## src/rtl/alu_cmd_responder_if.sv

```systemverilog
// Command/result bus between an ALU command initiator and the
// alu_cmd_responder. The initiator drives the command half and Res_Ready.
// The responder drives Cmd_Ready and the result half.
interface alu_cmd_responder_if #(
    parameter int WIDTH = 8
);
    // Command half
    logic                   Cmd_Valid;
    logic                   Cmd_Ready;
    logic [WIDTH-1:0]       A;
    logic [WIDTH-1:0]       B;
    logic [4:0]             Opcode;

    // Result half
    logic                   Res_Valid;
    logic                   Res_Ready;
    logic [2*WIDTH-1:0]     ALU_Out;
    logic                   CarryOut;
    logic                   Err;

    // Initiator side (bench or sequencer)
    modport master (
        output Cmd_Valid,
        output A,
        output B,
        output Opcode,
        output Res_Ready,
        input  Cmd_Ready,
        input  Res_Valid,
        input  ALU_Out,
        input  CarryOut,
        input  Err
    );

    // Responder side
    modport slave (
        input  Cmd_Valid,
        input  A,
        input  B,
        input  Opcode,
        input  Res_Ready,
        output Cmd_Ready,
        output Res_Valid,
        output ALU_Out,
        output CarryOut,
        output Err
    );
endinterface

```

## src/rtl/alu_cmd_responder.sv

```systemverilog
// alu_cmd_responder: sequential responder for ALU commands.
// One command is accepted per Cmd_Valid/Cmd_Ready handshake.
// Logic and arithmetic ops complete one edge after acceptance.
// MUL runs WIDTH shift-add iterations.
// The result is offered on Res_Valid/Res_Ready and held until it is taken.
//
// Optional feature: define ALU_DIV_EN to enable opcode 12 (DIV).
// DIV is a WIDTH-iteration restoring divider that returns {remainder, quotient}.
// Divide-by-zero skips the iterations and returns all ones with Err set.
// Without ALU_DIV_EN, opcode 12 is treated like any other illegal opcode.
module alu_cmd_responder #(
    parameter int WIDTH = 8
) (
    input  logic                    Clk,
    input  logic                    Reset_n,
    alu_cmd_responder_if.slave      bus
);

    localparam int                 CNT_W    = (WIDTH > 1) ? $clog2(WIDTH) : 1;
    localparam logic [CNT_W-1:0]   CNT_LAST = CNT_W'(WIDTH - 1);

    localparam logic [4:0] OP_ADD = 5'd0;
    localparam logic [4:0] OP_SUB = 5'd1;
    localparam logic [4:0] OP_MUL = 5'd2;
    localparam logic [4:0] OP_AND = 5'd3;
    localparam logic [4:0] OP_OR  = 5'd4;
    localparam logic [4:0] OP_XOR = 5'd5;
    localparam logic [4:0] OP_NOT = 5'd6;
    localparam logic [4:0] OP_SHL = 5'd7;
    localparam logic [4:0] OP_SHR = 5'd8;
    localparam logic [4:0] OP_ROL = 5'd9;
    localparam logic [4:0] OP_ROR = 5'd10;
    localparam logic [4:0] OP_CMP = 5'd11;
`ifdef ALU_DIV_EN
    localparam logic [4:0] OP_DIV = 5'd12;
`endif

    typedef enum logic [2:0] {
        S_IDLE = 3'd0,
        S_EXEC = 3'd1,
        S_MULT = 3'd2,
        S_DONE = 3'd3
`ifdef ALU_DIV_EN
        ,
        S_DIVS = 3'd4
`endif
    } state_t;

    // Control and latched operands
    state_t                 state_q;
    logic [WIDTH-1:0]       a_q;
    logic [WIDTH-1:0]       b_q;
    logic [4:0]             op_q;
    logic [CNT_W-1:0]       cnt_q;

    // Iterative datapath: {high half, low half}.
    // For MUL this is {partial product, remaining multiplier}.
    // For DIV this is {partial remainder, dividend/quotient}.
    logic [2*WIDTH-1:0]     acc_q;

    // Registered outputs
    logic                   cmd_ready_q;
    logic                   res_valid_q;
    logic [2*WIDTH-1:0]     alu_out_q;
    logic                   carry_q;
    logic                   err_q;

    // Single-cycle result and next iteration values
    logic [WIDTH:0]         add_sum_s;
    logic [WIDTH:0]         sub_diff_s;
    logic [2*WIDTH-1:0]     alu_out_d;
    logic                   carry_d;
    logic                   err_d;
    logic [WIDTH:0]         mul_sum_s;
    logic [2*WIDTH-1:0]     mul_acc_d;
`ifdef ALU_DIV_EN
    logic [WIDTH:0]         div_shift_s;
    logic [WIDTH:0]         div_diff_s;
    logic [2*WIDTH-1:0]     div_acc_d;
`endif

    assign bus.Cmd_Ready = cmd_ready_q;
    assign bus.Res_Valid = res_valid_q;
    assign bus.ALU_Out   = alu_out_q;
    assign bus.CarryOut  = carry_q;
    assign bus.Err       = err_q;

    // Single-cycle ALU result computed from the latched command
    always_comb begin
        add_sum_s  = {1'b0, a_q} + {1'b0, b_q};
        sub_diff_s = {1'b0, a_q} - {1'b0, b_q};
        alu_out_d  = {(2*WIDTH){1'b0}};
        carry_d    = 1'b0;
        err_d      = 1'b0;
        case (op_q)
            OP_ADD: begin
                alu_out_d = {{WIDTH{1'b0}}, add_sum_s[WIDTH-1:0]};
                carry_d   = add_sum_s[WIDTH];
            end
            OP_SUB: begin
                alu_out_d = {{WIDTH{1'b0}}, sub_diff_s[WIDTH-1:0]};
                // The borrow out of the extended subtraction is exactly A<B.
                carry_d   = sub_diff_s[WIDTH];
            end
            OP_AND: alu_out_d = {{WIDTH{1'b0}}, a_q & b_q};
            OP_OR:  alu_out_d = {{WIDTH{1'b0}}, a_q | b_q};
            OP_XOR: alu_out_d = {{WIDTH{1'b0}}, a_q ^ b_q};
            OP_NOT: alu_out_d = {{WIDTH{1'b0}}, ~a_q};
            OP_SHL: begin
                alu_out_d = {{WIDTH{1'b0}}, a_q[WIDTH-2:0], 1'b0};
                carry_d   = a_q[WIDTH-1];
            end
            OP_SHR: begin
                alu_out_d = {{WIDTH{1'b0}}, 1'b0, a_q[WIDTH-1:1]};
                carry_d   = a_q[0];
            end
            OP_ROL: alu_out_d = {{WIDTH{1'b0}}, a_q[WIDTH-2:0], a_q[WIDTH-1]};
            OP_ROR: alu_out_d = {{WIDTH{1'b0}}, a_q[0], a_q[WIDTH-1:1]};
            OP_CMP: alu_out_d = {{(2*WIDTH-2){1'b0}}, (a_q > b_q), (a_q == b_q)};
`ifdef ALU_DIV_EN
            // EXEC sees DIV only for a zero divisor.
            OP_DIV: begin
                alu_out_d = {(2*WIDTH){1'b1}};
                err_d     = 1'b1;
            end
`endif
            default: begin
                alu_out_d = {(2*WIDTH){1'b0}};
                err_d     = 1'b1;
            end
        endcase
    end

    // One shift-add multiply step: conditionally add A to the high half, then shift right
    always_comb begin
        if (acc_q[0]) begin
            mul_sum_s = {1'b0, acc_q[2*WIDTH-1:WIDTH]} + {1'b0, a_q};
        end else begin
            mul_sum_s = {1'b0, acc_q[2*WIDTH-1:WIDTH]};
        end
        mul_acc_d = {mul_sum_s, acc_q[WIDTH-1:1]};
    end

`ifdef ALU_DIV_EN
    // One restoring-division step: shift in the next dividend bit, then subtract B if it fits
    always_comb begin
        div_shift_s = {acc_q[2*WIDTH-1:WIDTH], acc_q[WIDTH-1]};
        div_diff_s  = div_shift_s - {1'b0, b_q};
        // The partial remainder is below 2*B, so bit WIDTH of the difference is a clean borrow.
        if (!div_diff_s[WIDTH]) begin
            div_acc_d = {div_diff_s[WIDTH-1:0], acc_q[WIDTH-2:0], 1'b1};
        end else begin
            div_acc_d = {div_shift_s[WIDTH-1:0], acc_q[WIDTH-2:0], 1'b0};
        end
    end
`endif

    // Command/result FSM with registered handshake and result outputs
    always_ff @(posedge Clk or negedge Reset_n) begin
        if (!Reset_n) begin
            state_q     <= S_IDLE;
            a_q         <= {WIDTH{1'b0}};
            b_q         <= {WIDTH{1'b0}};
            op_q        <= 5'd0;
            cnt_q       <= {CNT_W{1'b0}};
            acc_q       <= {(2*WIDTH){1'b0}};
            cmd_ready_q <= 1'b0;
            res_valid_q <= 1'b0;
            alu_out_q   <= {(2*WIDTH){1'b0}};
            carry_q     <= 1'b0;
            err_q       <= 1'b0;
        end else begin
            case (state_q)
                S_IDLE: begin
                    // Ready rises on the first edge after reset and stays up while idle.
                    cmd_ready_q <= 1'b1;
                    if (bus.Cmd_Valid && cmd_ready_q) begin
                        a_q         <= bus.A;
                        b_q         <= bus.B;
                        op_q        <= bus.Opcode;
                        cnt_q       <= {CNT_W{1'b0}};
                        cmd_ready_q <= 1'b0;
                        case (bus.Opcode)
                            OP_MUL: begin
                                acc_q   <= {{WIDTH{1'b0}}, bus.B};
                                state_q <= S_MULT;
                            end
`ifdef ALU_DIV_EN
                            OP_DIV: begin
                                acc_q <= {{WIDTH{1'b0}}, bus.A};
                                if (bus.B != {WIDTH{1'b0}}) begin
                                    state_q <= S_DIVS;
                                end else begin
                                    state_q <= S_EXEC;
                                end
                            end
`endif
                            default: begin
                                acc_q   <= {(2*WIDTH){1'b0}};
                                state_q <= S_EXEC;
                            end
                        endcase
                    end
                end
                S_EXEC: begin
                    alu_out_q   <= alu_out_d;
                    carry_q     <= carry_d;
                    err_q       <= err_d;
                    res_valid_q <= 1'b1;
                    state_q     <= S_DONE;
                end
                S_MULT: begin
                    acc_q <= mul_acc_d;
                    cnt_q <= cnt_q + CNT_W'(1);
                    if (cnt_q == CNT_LAST) begin
                        alu_out_q   <= mul_acc_d;
                        carry_q     <= 1'b0;
                        err_q       <= 1'b0;
                        res_valid_q <= 1'b1;
                        state_q     <= S_DONE;
                    end
                end
`ifdef ALU_DIV_EN
                S_DIVS: begin
                    acc_q <= div_acc_d;
                    cnt_q <= cnt_q + CNT_W'(1);
                    if (cnt_q == CNT_LAST) begin
                        alu_out_q   <= div_acc_d;
                        carry_q     <= 1'b0;
                        err_q       <= 1'b0;
                        res_valid_q <= 1'b1;
                        state_q     <= S_DONE;
                    end
                end
`endif
                S_DONE: begin
                    // The result registers keep their value until the next command overwrites them.
                    if (bus.Res_Ready) begin
                        res_valid_q <= 1'b0;
                        cmd_ready_q <= 1'b1;
                        state_q     <= S_IDLE;
                    end
                end
                default: begin
                    res_valid_q <= 1'b0;
                    cmd_ready_q <= 1'b0;
                    state_q     <= S_IDLE;
                end
            endcase
        end
    end

endmodule

```

## src/flat_wrapper.sv

```systemverilog
// flat-port wrapper written by rule: the top's interface ports become plain ports
module alu_cmd_responder_flat 
#(
    parameter int WIDTH = 8
)
  (Clk, Reset_n, bus_Cmd_Valid, bus_A, bus_B, bus_Opcode, bus_Res_Ready, bus_Cmd_Ready, bus_Res_Valid, bus_ALU_Out, bus_CarryOut, bus_Err);
  alu_cmd_responder_if #(.WIDTH(WIDTH)) bus_i ();
  input  logic Clk;
  input  logic Reset_n;
  input wire logic [$bits(bus_i.Cmd_Valid)-1:0] bus_Cmd_Valid;
  input wire logic [$bits(bus_i.A)-1:0] bus_A;
  input wire logic [$bits(bus_i.B)-1:0] bus_B;
  input wire logic [$bits(bus_i.Opcode)-1:0] bus_Opcode;
  input wire logic [$bits(bus_i.Res_Ready)-1:0] bus_Res_Ready;
  output wire logic [$bits(bus_i.Cmd_Ready)-1:0] bus_Cmd_Ready;
  output wire logic [$bits(bus_i.Res_Valid)-1:0] bus_Res_Valid;
  output wire logic [$bits(bus_i.ALU_Out)-1:0] bus_ALU_Out;
  output wire logic [$bits(bus_i.CarryOut)-1:0] bus_CarryOut;
  output wire logic [$bits(bus_i.Err)-1:0] bus_Err;
  assign bus_i.Cmd_Valid = bus_Cmd_Valid;
  assign bus_i.A = bus_A;
  assign bus_i.B = bus_B;
  assign bus_i.Opcode = bus_Opcode;
  assign bus_i.Res_Ready = bus_Res_Ready;
  assign bus_Cmd_Ready = bus_i.Cmd_Ready;
  assign bus_Res_Valid = bus_i.Res_Valid;
  assign bus_ALU_Out = bus_i.ALU_Out;
  assign bus_CarryOut = bus_i.CarryOut;
  assign bus_Err = bus_i.Err;
  alu_cmd_responder #(.WIDTH(WIDTH)) u_core (.Clk(Clk), .Reset_n(Reset_n), .bus(bus_i));
endmodule
```

## config.mk

```make
export PLATFORM = sky130hd
export DESIGN_NAME = alu_cmd_responder_flat
export DESIGN_NICKNAME = d
export VERILOG_FILES = /design/src/rtl/alu_cmd_responder_if.sv /design/src/rtl/alu_cmd_responder.sv /design/src/flat_wrapper.sv
export SDC_FILE = /design/constraint.sdc
export NUM_CORES = 1
export LEC_CHECK = 0
export BUFFER_PORTS_ARGS = -buffer_cell sky130_fd_sc_hd__buf_2
export CAP_MARGIN = 10
export CORE_AREA = 4 4 96 98
export CTS_CLUSTER_SIZE = 12
export DETAILED_ROUTE_END_ITERATION = 8
export DIE_AREA = 0 0 100 102
export GPL_TIMING_DRIVEN = 0
export HOLD_SLACK_MARGIN = 0.15
export PLACE_DENSITY = 0.74
export SLEW_MARGIN = 20
export SYNTH_ARGS = -nofsm -noshare
export SYNTH_HDL_FRONTEND = slang
export SYNTH_SLANG_ARGS = --single-unit
export TNS_END_PERCENT = 1
```

## constraint.sdc

```tcl
create_clock -name Clk -period 5.2 [get_ports Clk]
set_input_delay 1.3 -clock Clk [delete_from_list [all_inputs] [get_ports Clk]]
set_output_delay 1.3 -clock Clk [all_outputs]
set_load 0.01 [all_outputs]
```

==> impl_metrics.json, run 1 <==
{
  "crit_required_ps": 5440,
  "cp_slowest_cell": "dfrtp_1",
  "dr.max_layer_used": "met4",
  "drt_first_iter_violations": 336,
  "rows": 34,
  "numCtsBuffers": 9,
  "setup_violations": 0,
  "final_cell_mix": "dfrtp_1 (62), nand2_1 (53), buf_2 (50)",
  "hold_viol_final": 0,
  "ys_seq_area_frac": 0.3446,
  "cts_max_level": 3,
  "grt_pass1_wl_um": 20580,
  "switching_share": 0.5075,
  "cts.sink_count": 62,
  "first_pass_iters": 5,
  "dieArea_mm2": 0.01020,
  "nets": 619,
  "fin_cells": 667,
  "syn_area_mm2": 0.004502,
  "cts_setup_buffers": 0,
  "critPathMostFrequentCell": "a211oi_1",
  "path_max_fanout": 8,
  "relSlewSlack": 0.3957,
  "worstSetupPathType": "flip-flop to flip-flop",
  "antenna_found_initial": 0,
  "routed-wl-met3_um": 1020,
  "drc": 0,
  "post_synth_xor_area_fraction": 0.01556,
  "syn_nets": 564,
  "synth_mux_area_frac": 0.08755,
  "fmax_mhz": 366.6,
  "synthAdderAreaFrac": 0.1162,
  "synth-compound-area-share": 0.2046,
  "period_minus_slack_ps": 2728,
  "nFillCells": 733,
  "grt_start_max_net_pins": 63,
  "m1WireLength_um": 5530,
  "cp-end-kind": "flip-flop",
  "synth_cells": 499,
  "post_synth_num_cell_types": 61,
  "cts_resized": 0,
  "place_hpwl_um": 9571,
  "comb_power_share": 0.632,
  "drive_gt1_frac": 0.1825,
  "coreArea_mm2": 0.008466,
  "power_frac_clock": 0.113,
  "grt_overflow_total": 0,
  "async_reset_ff_frac": 1.000,
  "syn_avg_cell_area_um2": 9.022,
  "critical-path-top-delay-family": "compound AO/OA/AOI/OAI gates",
  "port_buffers": 44,
  "power.density_mw_per_mm2": 773.9,
  "rsz0062_at_grt": "no",
  "syn2layout_area_growth_pct": 12.56,
  "synth_seq_cells": 62,
  "placed_cells": 651,
  "maxSlewViolCount": 0,
  "period_share": 0.5246,
  "clk_latency_ps": 350,
  "power_mw": 3.922,
  "avgViaCountPerCell": 6.279,
  "wl_per_cell_um": 19.35,
  "critical_path.max_stage_delay_ps": 620,
  "min_path_type": "flip-flop to flip-flop",
  "worst_pin_slew_ps": 899.0,
  "final_antenna_net_count": 0,
  "grt_pass1_vias": 4099,
  "critPathLaunchType": "flip-flop",
  "synthFlopType": "dfrtp_1",
  "final_common_cell": "dfrtp_1",
  "path_buf_inv": 1,
  "peakVddDrop_uv": 459.9,
  "cts_tree": "done",
  "critPathArrivalTime_ps": 2960,
  "initial_core_util": 0.5318,
  "gr-usage-all-layers": 0.2580,
  "intPower_mw": 1.931,
  "wl_um": 12910,
  "clk_pin_slew_ps": 80,
  "dr_wl_met2_um": 6060,
  "p_seq_frac": 0.255,
  "yosysWarnings": 0,
  "drv_cap": 0,
  "cts-root-buf": "clkbuf_8",
  "fp.dieH_um": 102,
  "gp_congestion": 0.9641,
  "crit_chain": "ha_1 > inv_1 > fa_1 > nor2b_1 > o21a_1 > o21ai_0 > a211oi_1 > a211oi_1 > a21o_1",
  "status": "complete, no violations",
  "diodes": 0,
  "cts-hold-fix-buffers": 0,
  "clockBufferDepth": 2,
  "switchingPower_mw": 1.990,
  "synth-edff-count": 0,
  "yosys.area_share.simple": 0.1787,
  "ioPinCount": 45,
  "synth_top_family_by_area": "compound AO/OA/AOI/OAI gates",
  "vias": 4188,
  "p_leak_nw": 2.363,
  "fin_tns_setup_ps": 0,
  "die_x_um": 100,
  "skew_ps": 10.85
}
-- per-stage QoR --
stage	cell area, µm²	setup slack (ps)	util	hold slack, ps
floorplan	4502	2902	-	442.8
global placement	4857	2466	0.5738	456.9
detailed placement	4860	2448	0.5740	464.5
CTS	5067	2502	0.5986	482.6
global route	5067	2265	0.5986	502.6
finish	5067	2472	0.5986	482.7
-- Yosys cell counts (3+ instances only) --
master    instances  area share
dfrtp_1          62        0.34
nand2_1          53       0.044
ha_1             37        0.10
inv_1            34       0.028
a21oi_1          33       0.037
nor2_1           32       0.027
o21ai_0          28       0.031
mux2_2           27       0.068
clkbuf_1         15       0.013
a31oi_1          11       0.015
a211oi_1         10       0.017
nand3_1          10       0.011
nor2b_1          10       0.014
mux2i_1           9       0.020
nor3_1            9       0.010
a221oi_1          8       0.016
xnor2_1           8       0.016
buf_2             7      0.0078
a21o_1            6       0.010
nand2b_1          6      0.0083
and3_1            5      0.0069
nand3b_1          5      0.0083
or4_1             5      0.0083
nor3b_1           4      0.0067
o21a_1            4      0.0067
o22ai_1           4      0.0056
a22oi_1           3      0.0050
and2_1            3      0.0042
fa_1              3       0.013
o211ai_1          3      0.0050
o21ai_1           3      0.0033
o31ai_1           3      0.0050
or3_1             3      0.0042
-- per-layer routing --
metal	track usage	up-vias
met5	0	-
met4	0.09845	0
met3	0.04096	31
met2	0.4053	217
met1	0.3609	2014
li1	-	1926
-- final timing paths --
check / startpoint / endpoint / slack (ps) / cells after the start
worst max-delay path: u_core.a_q[0] / u_core.bus.ALU_Out[13] / 2470 / 9
worst min-delay path: u_core.bus.ALU_Out[9] / u_core.bus.ALU_Out[9] / 480 / 2
worst max register to register: u_core.a_q[0] / u_core.bus.ALU_Out[13] / 2470 / 9
worst min register to register: u_core.bus.ALU_Out[9] / u_core.bus.ALU_Out[9] / 480 / 2
max in group asynchronous: Reset_n / u_core.op_q[4] / 3650 / 1
min in group asynchronous: Reset_n / u_core.bus.ALU_Out[14] / 1030 / 1
-- sequential cells by signal, summed over array words and instances (netlist names) --
name	count
u_core.cnt_q	3
u_core.bus.Res_Valid	1
u_core.bus.Cmd_Ready	1
u_core.op_q	5
u_core.a_q	8
u_core.state_q	2
u_core.bus.Err	1
u_core.b_q	8
u_core.bus.ALU_Out	16
u_core.acc_q	16
u_core.bus.CarryOut	1
-- logic make-up (layout without fill, tap and decap cells) --
kind of cell / Yosys count / count (layout)
flip-flops: 62 / 62
buffers and inverters: 59 / 119
AND/OR/NAND/NOR: 155 / 155
adder cells (fa/ha/maj): 40 / 40
multiplexers: 36 / 36
XOR/XNOR: 8 / 8
AO/OA/AOI/OAI: 139 / 139
-- area by class of cell --
class / instances / area [µm²] / share of cell area
Tap cell: 108 / 135.1 / 0.02667
Clock buffer: 10 / 137.6 / 0.02716
Multi-Input combinational cell: 378 / 2713 / 0.5353
Clock inverter: 6 / 70.07 / 0.01383
Sequential cell: 62 / 1551 / 0.3062
Inverter: 34 / 127.6 / 0.02519
Timing Repair Buffer: 44 / 222.7 / 0.04395
Buffer: 25 / 110.1 / 0.02173
-- power groups by stage --
| stage | combinational [mW] | clock [mW] | sequential (mW) |
|---|---|---|---|
| 6_report | 2.48 | 0.443 | 1.00 |
| 5_1_grt | 2.73 | 0.463 | 1.02 |
| 4_1_cts | 2.44 | 0.446 | 0.988 |
| 3_5_place_dp | 2.42 | 0 | 0.993 |
| 3_3_place_gp | 2.36 | 0 | 0.983 |
| 2_1_floorplan | 1.78 | 0 | 0.919 |
-- worst reg2reg max path, cell delays in order (launching register included) --
cell and delay [ps]:
dfrtp_1 620, ha_1 290, inv_1 80, fa_1 470
nor2b_1 130, o21a_1 200, o21ai_0 100, a211oi_1 380
a211oi_1 160, a21o_1 190
Power figures use the tool's default switching activity.
==> inputs of run 2 (changes only) <==
==> constraint.sdc (replaced) <==
create_clock -name Clk -period 2.85 [get_ports Clk]
set_input_delay 0.7125 -clock Clk [delete_from_list [all_inputs] [get_ports Clk]]
set_output_delay 0.7125 -clock Clk [all_outputs]
set_load 0.01 [all_outputs]
==> run 2 against run 1 <==
Sequential cell count is the same. Wire length about the same. Critical path depth unchanged. Count of clock-buffer cells in the layout did not move. Cell count unchanged. Worst setup slack got worse by 2200 ps. Sequential share of layout area about the same. Design area about the same. Critical endpoint is now u_core.acc_q[13]. Largest power group unchanged. Highest routed layer unchanged.
==> impl_metrics.json, run 2 (synthesis results as in run 1) <==
{
  "numCtsBuffers": 9,
  "dr.max_layer_used": "met4",
  "wl_per_cell_um": 19.36,
  "p_leak_nw": 2.362,
  "first_pass_iters": 5,
  "min_path_type": "input port to asynchronous set/reset pin",
  "hold_viol_final": 0,
  "ioPinCount": 45,
  "critPathLaunchType": "flip-flop",
  "dr_wl_met2_um": 6036,
  "path_buf_inv": 4,
  "antenna_found_initial": 0,
  "final_cell_mix": "dfrtp_1 (61), nand2_1 (53), buf_2 (50)",
  "clk_latency_ps": 350,
  "wl_um": 12920,
  "die_x_um": 100,
  "cp_slowest_cell": "o21ai_0",
  "critical_path.max_stage_delay_ps": 540,
  "skew_ps": 10.89,
  "syn2layout_area_growth_pct": 12.59,
  "grt_overflow_total": 0,
  "worst_pin_slew_ps": 894.3,
  "period_share": 0.9213,
  "diodes": 0,
  "nets": 619,
  "rsz0062_at_grt": "no",
  "initial_core_util": 0.5318,
  "grt_pass1_wl_um": 20580,
  "peakVddDrop_uv": 837.3,
  "drv_cap": 0,
  "rows": 34,
  "m1WireLength_um": 5511,
  "setup_violations": 0,
  "placed_cells": 651,
  "clockBufferDepth": 2,
  "cp-end-kind": "flip-flop",
  "gp_congestion": 0.9641,
  "grt_pass1_vias": 4099,
  "crit_chain": "inv_1 > ha_1 > clkbuf_1 > inv_1 > o21ai_0 > clkbuf_1 > nand2_1 > o21ai_0 > a31oi_1",
  "cts_tree": "done",
  "port_buffers": 44,
  "period_minus_slack_ps": 2626,
  "cts_setup_buffers": 0,
  "status": "complete, no violations",
  "dieArea_mm2": 0.01020,
  "vias": 4177,
  "maxSlewViolCount": 0,
  "fmax_mhz": 380.8,
  "fin_tns_setup_ps": 0,
  "fin_cells": 667,
  "avgViaCountPerCell": 6.262,
  "drt_first_iter_violations": 336,
  "cts_resized": 0,
  "gr-usage-all-layers": 0.2580,
  "grt_start_max_net_pins": 63,
  "routed-wl-met3_um": 1047,
  "cts.sink_count": 62,
  "critPathArrivalTime_ps": 2830,
  "drive_gt1_frac": 0.1843,
  "cts_max_level": 3,
  "worstSetupPathType": "flip-flop to flip-flop",
  "path_max_fanout": 10,
  "cts-root-buf": "clkbuf_8",
  "drc": 0,
  "power.density_mw_per_mm2": 1412,
  "coreArea_mm2": 0.008466,
  "clk_pin_slew_ps": 80,
  "place_hpwl_um": 9571,
  "crit_required_ps": 3060,
  "critical-path-top-delay-family": "buffers and inverters",
  "relSlewSlack": 0.3989,
  "cts-hold-fix-buffers": 0,
  "fp.dieH_um": 102,
  "final_common_cell": "dfrtp_1",
  "whs_ps": 439.0,
  "final_antenna_net_count": 0
}
[run 2: per-stage QoR]
stage	setup WS [ps]	instance area, µm²	util	power, mW
2_1_floorplan	589.2	4502	-	4.928
3_3_place_gp	299.3	4857	0.5738	6.093
3_5_place_dp	238.5	4860	0.5740	6.226
4_1_cts	151.8	5067	0.5986	7.062
5_1_grt	17.36	5069	0.5987	7.692
6_report	224.2	5069	0.5987	7.158
[run 2: path summary, 6_finish.rpt]
check | startpoint | end | slack, ps | depth (start not counted)
max in group asynchronous | Reset_n | u_core.a_q[0] | 1850 | 1
min | Reset_n | u_core.bus.ALU_Out[14] | 440 | 1
min reg2reg | u_core.cnt_q[1] | u_core.cnt_q[1] | 480 | 2
max | u_core.state_q[0] | u_core.acc_q[13] | 220 | 9
min in group Clk | u_core.cnt_q[1] | u_core.cnt_q[1] | 480 | 2
max reg2reg | u_core.state_q[0] | u_core.acc_q[13] | 220 | 9
[run 2: layer usage]
layer	up-vias	GRT usage
li1	1923	-
met1	2009	0.3609
met2	210	0.4053
met3	35	0.04096
met4	0	0.09845
met5	-	0
[run 2: area by class of cell]
cell class / count / area, µm²
timing repair buffer: 44 / 222.7
clock inverter: 6 / 70.07
fill: 733 / 3397
inverter: 34 / 127.6
clock buffer: 10 / 137.6
sequential: 62 / 1553
buffer: 25 / 110.1
tap: 108 / 135.1
multi-input combinational: 378 / 2713
[run 2: report_power, final]
group / internal (mW) / total [mW] / switching, mW
combinational: 1.79 / 4.52 / 2.73
clock: 0.432 / 0.807 / 0.376
sequential: 1.30 / 1.83 / 0.523
[run 2: worst register-to-register path, delay by kind of cell, from the launching register on]
family	cells	cell delay, ps
AOI/OAI and AO/OA	3	710
adders and majority gates	1	140
buffers and inverters	4	1110
DFF	1	400
and+or+nand+nor	1	130
==> inputs of run 3 (changes only) <==
--- a/config.mk
+++ b/config.mk
@@ -7,10 +7,10 @@
 export LEC_CHECK = 0
 export BUFFER_PORTS_ARGS = -buffer_cell sky130_fd_sc_hd__buf_2
 export CAP_MARGIN = 10
-export CORE_AREA = 4 4 96 98
+export CORE_AREA = 2 2 94 96
 export CTS_CLUSTER_SIZE = 12
 export DETAILED_ROUTE_END_ITERATION = 8
-export DIE_AREA = 0 0 100 102
+export DIE_AREA = 0 0 96 98
 export GPL_TIMING_DRIVEN = 0
 export HOLD_SLACK_MARGIN = 0.15
 export PLACE_DENSITY = 0.74
==> run 3 against run 2 <==
Combinational power barely moved. Clock skew rose by 1.5 ps. Core utilization rose by 0.089 points. Sequential cell count did not move. Maximum frequency fell by 2.8%. Clock power rose by 5.0%. Sequential share of layout area barely moved. Sequential power barely moved. Worst setup slack got worse by 76 ps. Register-to-register slack got worse by 80 ps. Hold slack got worse by 2.1 ps. Critical path depth fell by 1. Critical endpoint is now u_core.bus.ALU_Out[1]. Largest power group unchanged.
==> impl_metrics.json, run 3 (synthesis results as in run 1) <==
{
  "min_path_type": "input port to asynchronous set/reset pin",
  "peakVddDrop_uv": 730.1,
  "path_max_fanout": 10,
  "grt_pass1_vias": 3955,
  "fmax_mhz": 370.1,
  "intPower_mw": 3.606,
  "antenna_found_initial": 0,
  "drt_first_iter_violations": 345,
  "cts_resized": 0,
  "fp.dieH_um": 98,
  "nets": 619,
  "clk_pin_slew_ps": 70,
  "clockBufferDepth": 2,
  "port_buffers": 44,
  "vias": 4174,
  "dieArea_mm2": 0.009408,
  "coreArea_mm2": 0.008466,
  "final_antenna_net_count": 0,
  "final_cell_mix": "dfrtp_1 (61), nand2_1 (53), buf_2 (50)",
  "cts_max_level": 3,
  "syn2layout_area_growth_pct": 12.76,
  "drc": 0,
  "grt_pass1_wl_um": 20170,
  "rr_worst_depth": 8,
  "critPathArrivalTime_ps": 2900,
  "drive_gt1_frac": 0.1807,
  "period_share": 0.9480,
  "r2r_end": "u_core.bus.ALU_Out[1]",
  "worstSetupEndpoint": "u_core.bus.ALU_Out[1]",
  "cts-hold-fix-buffers": 0,
  "wl_um": 12760,
  "skew_ps": 12.40,
  "power.density_mw_per_mm2": 1416,
  "drv_cap": 0,
  "cp-end-kind": "flip-flop",
  "worst_pin_slew_ps": 950.5,
  "grt_overflow_total": 0,
  "final_common_cell": "dfrtp_1",
  "placed_area_mm2": 0.004860,
  "p_seq_frac": 0.254,
  "rows": 34,
  "worstSetupPathType": "flip-flop to flip-flop",
  "status": "complete, no violations",
  "switching_share": 0.4982,
  "p_leak_nw": 2.377,
  "place_hpwl_um": 9576,
  "wl_per_cell_um": 19.14,
  "first_pass_iters": 5,
  "maxSlewViolCount": 0,
  "cts_setup_buffers": 0,
  "die_x_um": 96,
  "fin_tns_setup_ps": 0,
  "r2r-start": "u_core.a_q[1]",
  "gp_congestion": 0.9783,
  "gr-usage-all-layers": 0.2820,
  "avgViaCountPerCell": 6.258,
  "power_frac_clock": 0.118,
  "crit_required_ps": 3050,
  "diodes": 0,
  "ioPinCount": 45,
  "setup_violations": 0,
  "critPathLaunch": "u_core.a_q[1]",
  "period_minus_slack_ps": 2702,
  "numCtsBuffers": 9,
  "critPathLaunchType": "flip-flop",
  "switchingPower_mw": 3.580,
  "rsz0062_at_grt": "no",
  "final_cell_area_mm2": 0.005076,
  "cts.sink_count": 62,
  "initial_core_util": 0.5318,
  "hold_viol_final": 0,
  "grt_start_max_net_pins": 63,
  "reg2reg_slack_ps": 150,
  "relSlewSlack": 0.3611,
  "cts_tree": "done",
  "comb_power_share": 0.628,
  "clk_latency_ps": 340,
  "cts-root-buf": "clkbuf_8"
}
run 3: area by class of cell:
| type | instances | area, µm² |
|---|---|---|
| Clock buffer | 12 | 145.1 |
| Buffer | 25 | 110.1 |
| Tap cell | 108 | 135.1 |
| Inverter | 34 | 127.6 |
| Sequential cell | 62 | 1553 |
| Clock inverter | 4 | 70.07 |
| Fill cell | 746 | 3390 |
| Timing Repair Buffer | 44 | 222.7 |
| Multi-Input combinational cell | 378 | 2713 |
run 3: power by group through the flow:
stage / sequential, mW / combinational, mW / clock [mW]
after floorplan: 1.68 / 3.25 / 0
after global placement: 1.80 / 4.33 / 0
after detailed placement: 1.82 / 4.43 / 0
after CTS: 1.80 / 4.44 / 0.860
after global routing: 1.88 / 4.97 / 0.903
final: 1.83 / 4.51 / 0.847
run 3: critical path, cell delays in order, from the launching register on:
cell and delay, ps:
dfrtp_1 640, inv_1 230, ha_1 390, nor2_1 80, o311ai_1 410, a21oi_1 210, and2_1 200, o211ai_1 250
a21oi_1 150
run 3: per-layer routing:
| metal | share of wire | wire (µm) | track usage | vias up |
|---|---|---|---|---|
| li1 | - | - | - | 1919 |
| met1 | 0.44 | 5668 | 0.4001 | 2044 |
| met2 | 0.45 | 5799 | 0.4241 | 189 |
| met3 | 0.078 | 1001 | 0.06867 | 22 |
| met4 | 0.023 | 295 | 0.08901 | 0 |
| met5 | 0 | 0 | 0 | - |
run 3: how the worst min path moves through the flow:
stage / start / to / slack, ps / cells past startpoint
after floorplan: Reset_n / u_core.a_q[0] / 420 / 0
after global placement: u_core.bus.ALU_Out[13] / u_core.bus.ALU_Out[13] / 460 / 1
after detailed placement: u_core.cnt_q[1] / u_core.cnt_q[1] / 460 / 2
after CTS: Reset_n / u_core.bus.ALU_Out[9] / 480 / 1
after global routing: Reset_n / u_core.acc_q[13] / 500 / 1
final: Reset_n / u_core.bus.ALU_Out[14] / 440 / 1
run 3: metrics by stage:
stage            util  hold WS (ps)  cells  worst slack (ps)  total power, mW
4_1_cts        0.5995         478.4    667             207.1            7.108
3_5_place_dp   0.5740         463.4    651             220.4            6.247
2_1_floorplan       -         416.9    499             589.2            4.928
5_1_grt        0.5996         501.6    667             103.4            7.750
6_report       0.5996         436.9    667             148.2            7.186
3_3_place_gp   0.5738         459.6    651             250.6            6.130
